<file path="src/rtl/hazard_issue_ctrl.sv">
// Issue-stage hazard controller: stalls fetch and substitutes NOP bubbles for
// load-use, flag-dependency and control-flow-shadow hazards; counts stall cycles.
module hazard_issue_ctrl #(
  parameter int               ISIZE      = 16,
  parameter logic [3:0]       LOAD_OP    = 4'h8,
  parameter logic [3:0]       EXEC_OP    = 4'hC,
  parameter logic [ISIZE-1:0] NOP_INSTR  = 16'h7000,
  parameter int               LOAD_LAT   = 1,
  parameter int               BR_BUBBLES = 2,
  parameter int               CNT_W      = 16
) (
  input  logic             clk,
  input  logic             rst,
  input  logic [ISIZE-1:0] instr_in,
  input  logic             instr_valid,
  input  logic             flush,
  output logic             pc_en,
  output logic             instr_sel,
  output logic [ISIZE-1:0] instr_out,
  output logic [CNT_W-1:0] stall_cnt
);

  logic [3:0] op, rd, rs, rt;
  logic       is_ctrl, is_alu, is_load, is_exec;
  logic       use_rs, use_rt, use_rd;
  logic       load_use, issue;

  logic [LOAD_LAT-1:0] sb_v;
  logic [3:0]          sb_rd [LOAD_LAT];
  logic [2:0]          bub_cnt;
  logic                last_alu, exec_pend;

  assign op      = instr_in[15:12];
  assign rd      = instr_in[11:8];
  assign rs      = instr_in[7:4];
  assign rt      = instr_in[3:0];
  assign is_ctrl = (op[3:2] == 2'b11);
  assign is_alu  = (op[3:2] == 2'b00);
  assign is_load = (op == LOAD_OP);
  assign is_exec = (op == EXEC_OP);
  assign use_rs  = (op < 4'd10);
  assign use_rt  = (op < 4'd5);
  assign use_rd  = (op >= 4'd14);

  // Register 0 is hardwired, so a pending load to r0 never blocks a reader.
  always_comb begin
    load_use = 1'b0;
    for (int i = 0; i < LOAD_LAT; i++) begin
      if (sb_v[i]) begin
        if (use_rs && rs != 4'd0 && rs == sb_rd[i]) load_use = 1'b1;
        if (use_rt && rt != 4'd0 && rt == sb_rd[i]) load_use = 1'b1;
        if (use_rd && rd != 4'd0 && rd == sb_rd[i]) load_use = 1'b1;
      end
    end
  end

  always_comb begin
    pc_en     = 1'b1;
    instr_sel = 1'b1;
    if (flush) begin
      pc_en = 1'b1;
    end else if (bub_cnt != 3'd0) begin
      pc_en = 1'b0;
    end else if (instr_valid && is_ctrl && last_alu && !exec_pend) begin
      pc_en = 1'b0;
    end else if (instr_valid && load_use) begin
      pc_en = 1'b0;
    end else if (instr_valid) begin
      instr_sel = 1'b0;
    end
  end

  assign issue     = !instr_sel;
  assign instr_out = instr_sel ? NOP_INSTR : instr_in;

  always_ff @(posedge clk or posedge rst) begin
    if (rst) begin
      sb_v      <= '0;
      for (int i = 0; i < LOAD_LAT; i++) sb_rd[i] <= 4'd0;
      bub_cnt   <= 3'd0;
      last_alu  <= 1'b0;
      exec_pend <= 1'b0;
      stall_cnt <= '0;
    end else begin
      if (flush) begin
        sb_v      <= '0;
        bub_cnt   <= 3'd0;
        last_alu  <= 1'b0;
        exec_pend <= 1'b0;
      end else begin
        for (int i = LOAD_LAT - 1; i > 0; i--) begin
          sb_v[i]  <= sb_v[i-1];
          sb_rd[i] <= sb_rd[i-1];
        end
        sb_v[0]  <= issue && is_load;
        sb_rd[0] <= (issue && is_load) ? rd : 4'd0;
        // An EXEC'd control instruction runs without a shadow; EXEC itself never arms one.
        if (issue && is_ctrl && !is_exec && !exec_pend)
          bub_cnt <= 3'(BR_BUBBLES);
        else if (bub_cnt != 3'd0)
          bub_cnt <= bub_cnt - 3'd1;
        last_alu <= issue && is_alu;
        if (issue) exec_pend <= is_exec;
      end
      if (instr_sel && stall_cnt != {CNT_W{1'b1}})
        stall_cnt <= stall_cnt + 1'b1;
    end
  end

endmodule

</file>
<file path="config.mk">
export PLATFORM = sky130hd
export DESIGN_NAME = hazard_issue_ctrl
export DESIGN_NICKNAME = d
export VERILOG_FILES = /design/src/rtl/hazard_issue_ctrl.sv
export SDC_FILE = /design/constraint.sdc
export NUM_CORES = 1
export LEC_CHECK = 0
export CAP_MARGIN = 25
export CORE_MARGIN = 2
export CORE_UTILIZATION = 49
export DETAILED_ROUTE_END_ITERATION = 6
export PLACE_DENSITY_LB_ADDON = 0.2
export SYNTH_ARGS = -nofsm -noshare
export SYNTH_HDL_FRONTEND = slang
export SYNTH_SLANG_ARGS = --single-unit
export TNS_END_PERCENT = 30
</file>
<file path="constraint.sdc">
create_clock -name clk -period 7.8 [get_ports clk]
set_clock_uncertainty 0.2 [all_clocks]
set_input_delay 2.34 -clock clk [delete_from_list [all_inputs] [get_ports clk]]
set_output_delay 2.34 -clock clk [all_outputs]
set_load 0.03 [all_outputs]
</file>
# After elaboration in Yosys (flattened, before gate mapping)
# Cells that the tools add are included.
[op_classes] muxes=22 eq_ne=8 n_lt_le_gt_ge=3 add_sub_neg=2 reduce_logical=25
[op_table] operator="$mux 1" n=17
[op_table] operator="$add 16x1->16 const B" n=1
[op_table] operator="$logic_and 1x1->1" n=16
[op_table] operator="$mux 16" n=1
[op_table] operator="$ne 16x16->1 const B" n=1
[op_table] operator="$eq 4x4->1" n=3
[op_table] operator="$reduce_bool 4->1" n=3
[op_table] operator="$mux 3" n=3
[op_table] operator="$eq 4x4->1 const B" n=2
[op_table] operator="$reduce_bool 3->1" n=2
[op_table] operator="$ge 4x4->1 const B" n=1
[op_table] operator="$lt 4x3->1 const B" n=1
[op_table] operator="$lt 4x4->1 const B" n=1
[op_table] operator="$mux 4" n=1
[op_table] operator="$logic_not 1->1" n=3
[op_table] operator="$sub 3x1->3 const B" n=1
[op_table] operator="$eq 2x2->1 const B" n=1
[op_table] operator="$logic_not 2->1" n=1
[op_table] operator="$ne 2x2->1 const B" n=1
[word_totals] input_bits=20 reg_bits=26

# Longest topological paths before layout
[logic_depth] depth_word=18 depth_mapped=10

# Least setup slack after synthesis
# Ideal clock, no wire load.
[synth_timing] path_type="in2out" from="input instr_in[4]" to="output instr_out[10]" cell_stages=7 setup_slack_ns=1.430 arrival_ns=3.830 cell_sequence="or3_1 a21oi_1 o32a_1 a21o_1 buf_6 clkbuf_1 and2_1"
[synth_between] elab_chain_cells=13
[synth_lines] element="start: declaration" line="14" text="input logic [ISIZE-1:0] instr_in,"
[synth_lines] element="$reduce_bool 4->1" line="50" text="if (use_rs && rs != 4'd0 && rs == sb_rd[i]) load_use = 1'b1;"
[synth_lines] element="$logic_and 1x1->1" line="50"
[synth_lines] element="$logic_and 1x1->1 *" line="50"
[synth_lines] element="$mux 1 *" line="50"
[synth_lines] element="$mux 1 *" line="51" text="if (use_rt && rt != 4'd0 && rt == sb_rd[i]) load_use = 1'b1;"
[synth_lines] element="$mux 1 *" line="52" text="if (use_rd && rd != 4'd0 && rd == sb_rd[i]) load_use = 1'b1;"
[synth_lines] element="$mux 1 *" line="49" text="if (sb_v[i]) begin"
[synth_lines] element="$logic_and 1x1->1 *" line="66" text="end else if (instr_valid && load_use) begin"
[synth_lines] element="$mux 1 *" line="66"
[synth_lines] element="$mux 1 *" line="64" text="end else if (instr_valid && is_ctrl && last_alu && !exec_pend) begin"
[synth_lines] element="$mux 1 *" line="62" text="end else if (bub_cnt != 3'd0) begin"
[synth_lines] element="$mux 1 *" line="60" text="if (flush) begin"
[synth_lines] element="$mux 16 *" line="74" text="assign instr_out = instr_sel ? NOP_INSTR : instr_in;"
[synth_lines] element="end: declaration" line="19" text="output logic [ISIZE-1:0] instr_out,"
# Mark *: on every way between the ends. The rest lies on a longest branch, timed or not.

# Final worst setup path
[layout_timing] from="input instr_in[15]" to="output instr_out[8]"
[layout_between] elab_chain_cells=13
[layout_lines] element="$lt 4x4->1" line="41" text="assign use_rs = (op < 4'd10);"
[layout_lines] element="$logic_and 1x1->1 (2 in a row)" line="50"
[layout_lines] element="$mux 1" line="50"
[layout_lines] element="$mux 1" line="51"
[layout_lines] element="$mux 1" line="52"
[layout_lines] element="$mux 1" line="49"
[layout_lines] element="$logic_and 1x1->1" line="66"
[layout_lines] element="$mux 1" line="66"
[layout_lines] element="$mux 1 *" line="64"
[layout_lines] element="$mux 1 *" line="62"
[layout_lines] element="$mux 1 *" line="60"
[layout_lines] element="$mux 16 *" line="74"
# Marked as above.

==> impl_results.md <==
- Largest net degree at the start of global routing: 27
- Final period util: 94.9%
- Ant diodes: 0
- Cell taking the most area after synthesis: dfrtp_1
- Switching Share: 44.1%
- GP Congestion: 0.867
- Async SR Flop Fraction: 100%
- Worst setup path category: in -> out
- Final core utilization: 72.1%
- Seq pwr share: 30.7%
- Detailed Route Iter0 Violations: 58
- Peak per-stage delay on the critical path: about 0.67 ns
- Layout cells sized above 1: 7.31%
- Number of placement rows: 20
- Top cells by area, synth: dfrtp_1 (40%), xor2_1 (8.1%), and2_1 (6.2%)
- Yosys reg bits: 26
- Root buffer cell: clkbuf_4
- Crit path max fanout: 18
- Largest family of logic cells by synthesized area: simple AND/OR/NAND/NOR gates
- Post-synth top cells: dfrtp_1 (26), and2_1 (16), xor2_1 (15)
- Die Y: 61.6 µm
- # IOs: 54
- Combinational cell fraction of total power: between 50% and 60%
- CP delay by family, top: buffers and inverters
- Post-CTS Setup Bufs: 0
- Crit path launch type: primary input
- CP required: 5.26 ns
- Hold WC Path Type: reg -> reg
- Post-synthesis compound-gate area fraction: 10.4%
- Fmax: 135 MHz
- PostCTS Resize Cnt: 0
- Final ANT Viol Nets: 0
- Mapped Area: about 0.0016 mm²
- Grt ovf: 0
- RSZ-0062 raised after global routing: no
- Critical Path Sink Type: output port
- Drt first pass iters: 4
- Power share of the clock group: approximately an eighth
- Final setup TNS: 0 ns
- CTS buffer count: 3
- GR Util All Layers: 23.4%
- Final number of setup-violating endpoints: 0
- Worst Path Buf+Inv: 2
- TritonCTS Sinks: 26
- Max_slew headroom: ~37%
- Number of global-route vias before repair: 1,439
- CTS tree: yes
- Maximum vdd drop: 214 µV
- XOR/XNOR Fraction of Synth Area: a little under an eighth
- Synth Area in Adders: between 2 and 2.5%
- FF+latch area: 651 µm²
- Top_reg_cell synth: dfrtp_1
- Placeable core area: 0.00310 mm²
- Ys Warns: 0
- Die Width: 61.6 µm
- Register area share after synthesis: 40.1%
- Worst R2R Setup Slack: 4.71 ns
- NetSw: between 0.3 and 0.4 mW
- Max Cap Violations: 0
- Pleak: just under 0.9 nW
- # hold bufs at CTS: 0
- Post-synthesis mux area share: roughly 4.1%
- Area of the multi-input gates: 923 µm²
- Status: complete, no violations
- Detailed Place HPWL: 3.13 mm
- Vias per inst: 5.42
- P&R area growth vs syn: 37.9%
- Clk Latency, worst-skew pair: 0.32 ns
- Crit path DAT: 4.87 ns
- Crit path time final: 7.41 ns
- Post-route DRC: 0
- Initial Util: 52.3%
- Post-synth EDFFs: 0
- Vias: 1,425
- Final Hold Vio Count: 0
- Most frequent CP cell: clkdlybuf4s50_1
- Post-Syn Instances: 167
- Post-synth top area share: 40.1%
- Final nets: ~240
- Cell Chain, Critical Path: clkdlybuf4s50_1 > nand4b_1 > nand3_1 > a211oi_1 > a21o_1 > and2_1 > clkdlybuf4s50_1
- CP max stage cell: clkdlybuf4s50_1
- H-tree levels: 1
- Count leader, synth: dfrtp_1
- Initial antenna violation count: 0
- First-pass GRT wire length: roughly 6.5 mm
- Mean post-synth cell area: 9.72 µm²
- P per Cell Area: 321 mW/mm²
- Clock slew at reported path FFs: approximately 0.14 ns
- Die area: 0.00379 mm²
- Synth unique cells: 37
- Simple-gate share of the synthesized area: 28.2%
- WL per Instance: 15.1 µm
- Port bufs: 53
- Routed wire length: 3.98 mm
- Pins over their slew limit: 0
- Clock Path Buffers: 2
- Syn nets: 190
- Internal: 0.402 mW
- Fillers: between 200 and 300
- Worst slew pin tran: 0.948 ns
==> power by group through the flow <==
| stage | sequential, mW | combinational (mW) | clock (mW) |
|---|---|---|---|
| floorplan | 0.278 | 0.195 | 0 |
| global placement | 0.220 | 0.394 | 0 |
| detailed placement | 0.223 | 0.410 | 0 |
| CTS | 0.221 | 0.412 | 0.0939 |
| global route | 0.228 | 0.440 | 0.0994 |
| finish | 0.221 | 0.407 | 0.0913 |
==> sequential cells by signal, summed over array words and instances, names as in the netlist <==
name	count
bub_cnt	3
exec_pend	1
last_alu	1
sb_rd	4
sb_v	1
stall_cnt	16
==> layout by cell type, fill, tap and decap left out, types with 2 or more instances in the layout <==
cell / Yosys / routed
clkdlybuf4s50_1: 0 / 53
dfrtp_1: 26 / 26
and2_1: 16 / 16
xor2_1: 15 / 15
nand2_1: 12 / 12
nor2_1: 10 / 10
nor3_1: 9 / 9
xnor2_1: 7 / 7
nand4_1: 5 / 5
o21ai_0: 5 / 5
nor4_1: 5 / 5
mux2_2: 5 / 5
inv_1: 5 / 5
a21oi_1: 4 / 4
nand3_1: 4 / 4
nand2b_1: 4 / 4
a22o_1: 4 / 4
nor4b_2: 3 / 3
ha_1: 3 / 3
clkbuf_4: 0 / 3
or3_1: 2 / 2
or4_1: 2 / 2
==> routing by layer <==
metal | up-vias | wire, µm | track usage, %
met2 | 33 | 2090 | 42.0
met4 | 0 | 48 | 5.47
met3 | 6 | 157 | 4.62
met5 | - | 0 | 0
li1 | 701 | - | -
met1 | 685 | 1690 | 28.7
==> cell type report <==
type | count | share of cell area, %
Sequential cell | 26 | 29.1
Clock inverter | 1 | 1.34
Timing Repair Buffer | 54 | 24.0
Inverter | 5 | 0.838
Clock buffer | 3 | 1.01
Multi-Input combinational cell | 130 | 41.3
Tap cell | 44 | 2.46
==> worst paths after layout <==
check | startpoint | endpoint | depth (start not counted)
min | stall_cnt[9]$_DFFE_PP0P_ | stall_cnt[9]$_DFFE_PP0P_ | 1
max in group asynchronous | rst | sb_rd[2]$_DFFE_PP0N_ | 2
max | instr_in[15] | instr_out[8] | 7
min in group asynchronous | rst | bub_cnt[2]$_DFFE_PP0P_ | 2
max reg2reg | bub_cnt[0]$_DFFE_PP0P_ | sb_rd[3]$_DFFE_PP0N_ | 9
min reg2reg | stall_cnt[9]$_DFFE_PP0P_ | stall_cnt[9]$_DFFE_PP0P_ | 1
==> stage by stage <==
step	setup slack [ns]	instances	cell area, µm²	total power [mW]	hold WS (ns)
4_1_cts	0.403	263	2240	0.727	0.306
5_1_grt	0.213	263	2240	0.767	0.321
6_report	0.394	263	2240	0.719	0.303
3_5_place_dp	0.397	259	2190	0.633	0.286
2_1_floorplan	1.43	167	1620	0.473	0.317
3_3_place_gp	0.460	259	2190	0.613	0.280
==> kinds of logic after synthesis <==
kind of cell / after synthesis
compound gates: 21
mux: 6
fa+ha+maj: 3
xor+xnor: 22
flops: 26
simple gates: 78
buf+inv: 11
Note: power is estimated with default switching activity, not from simulation.
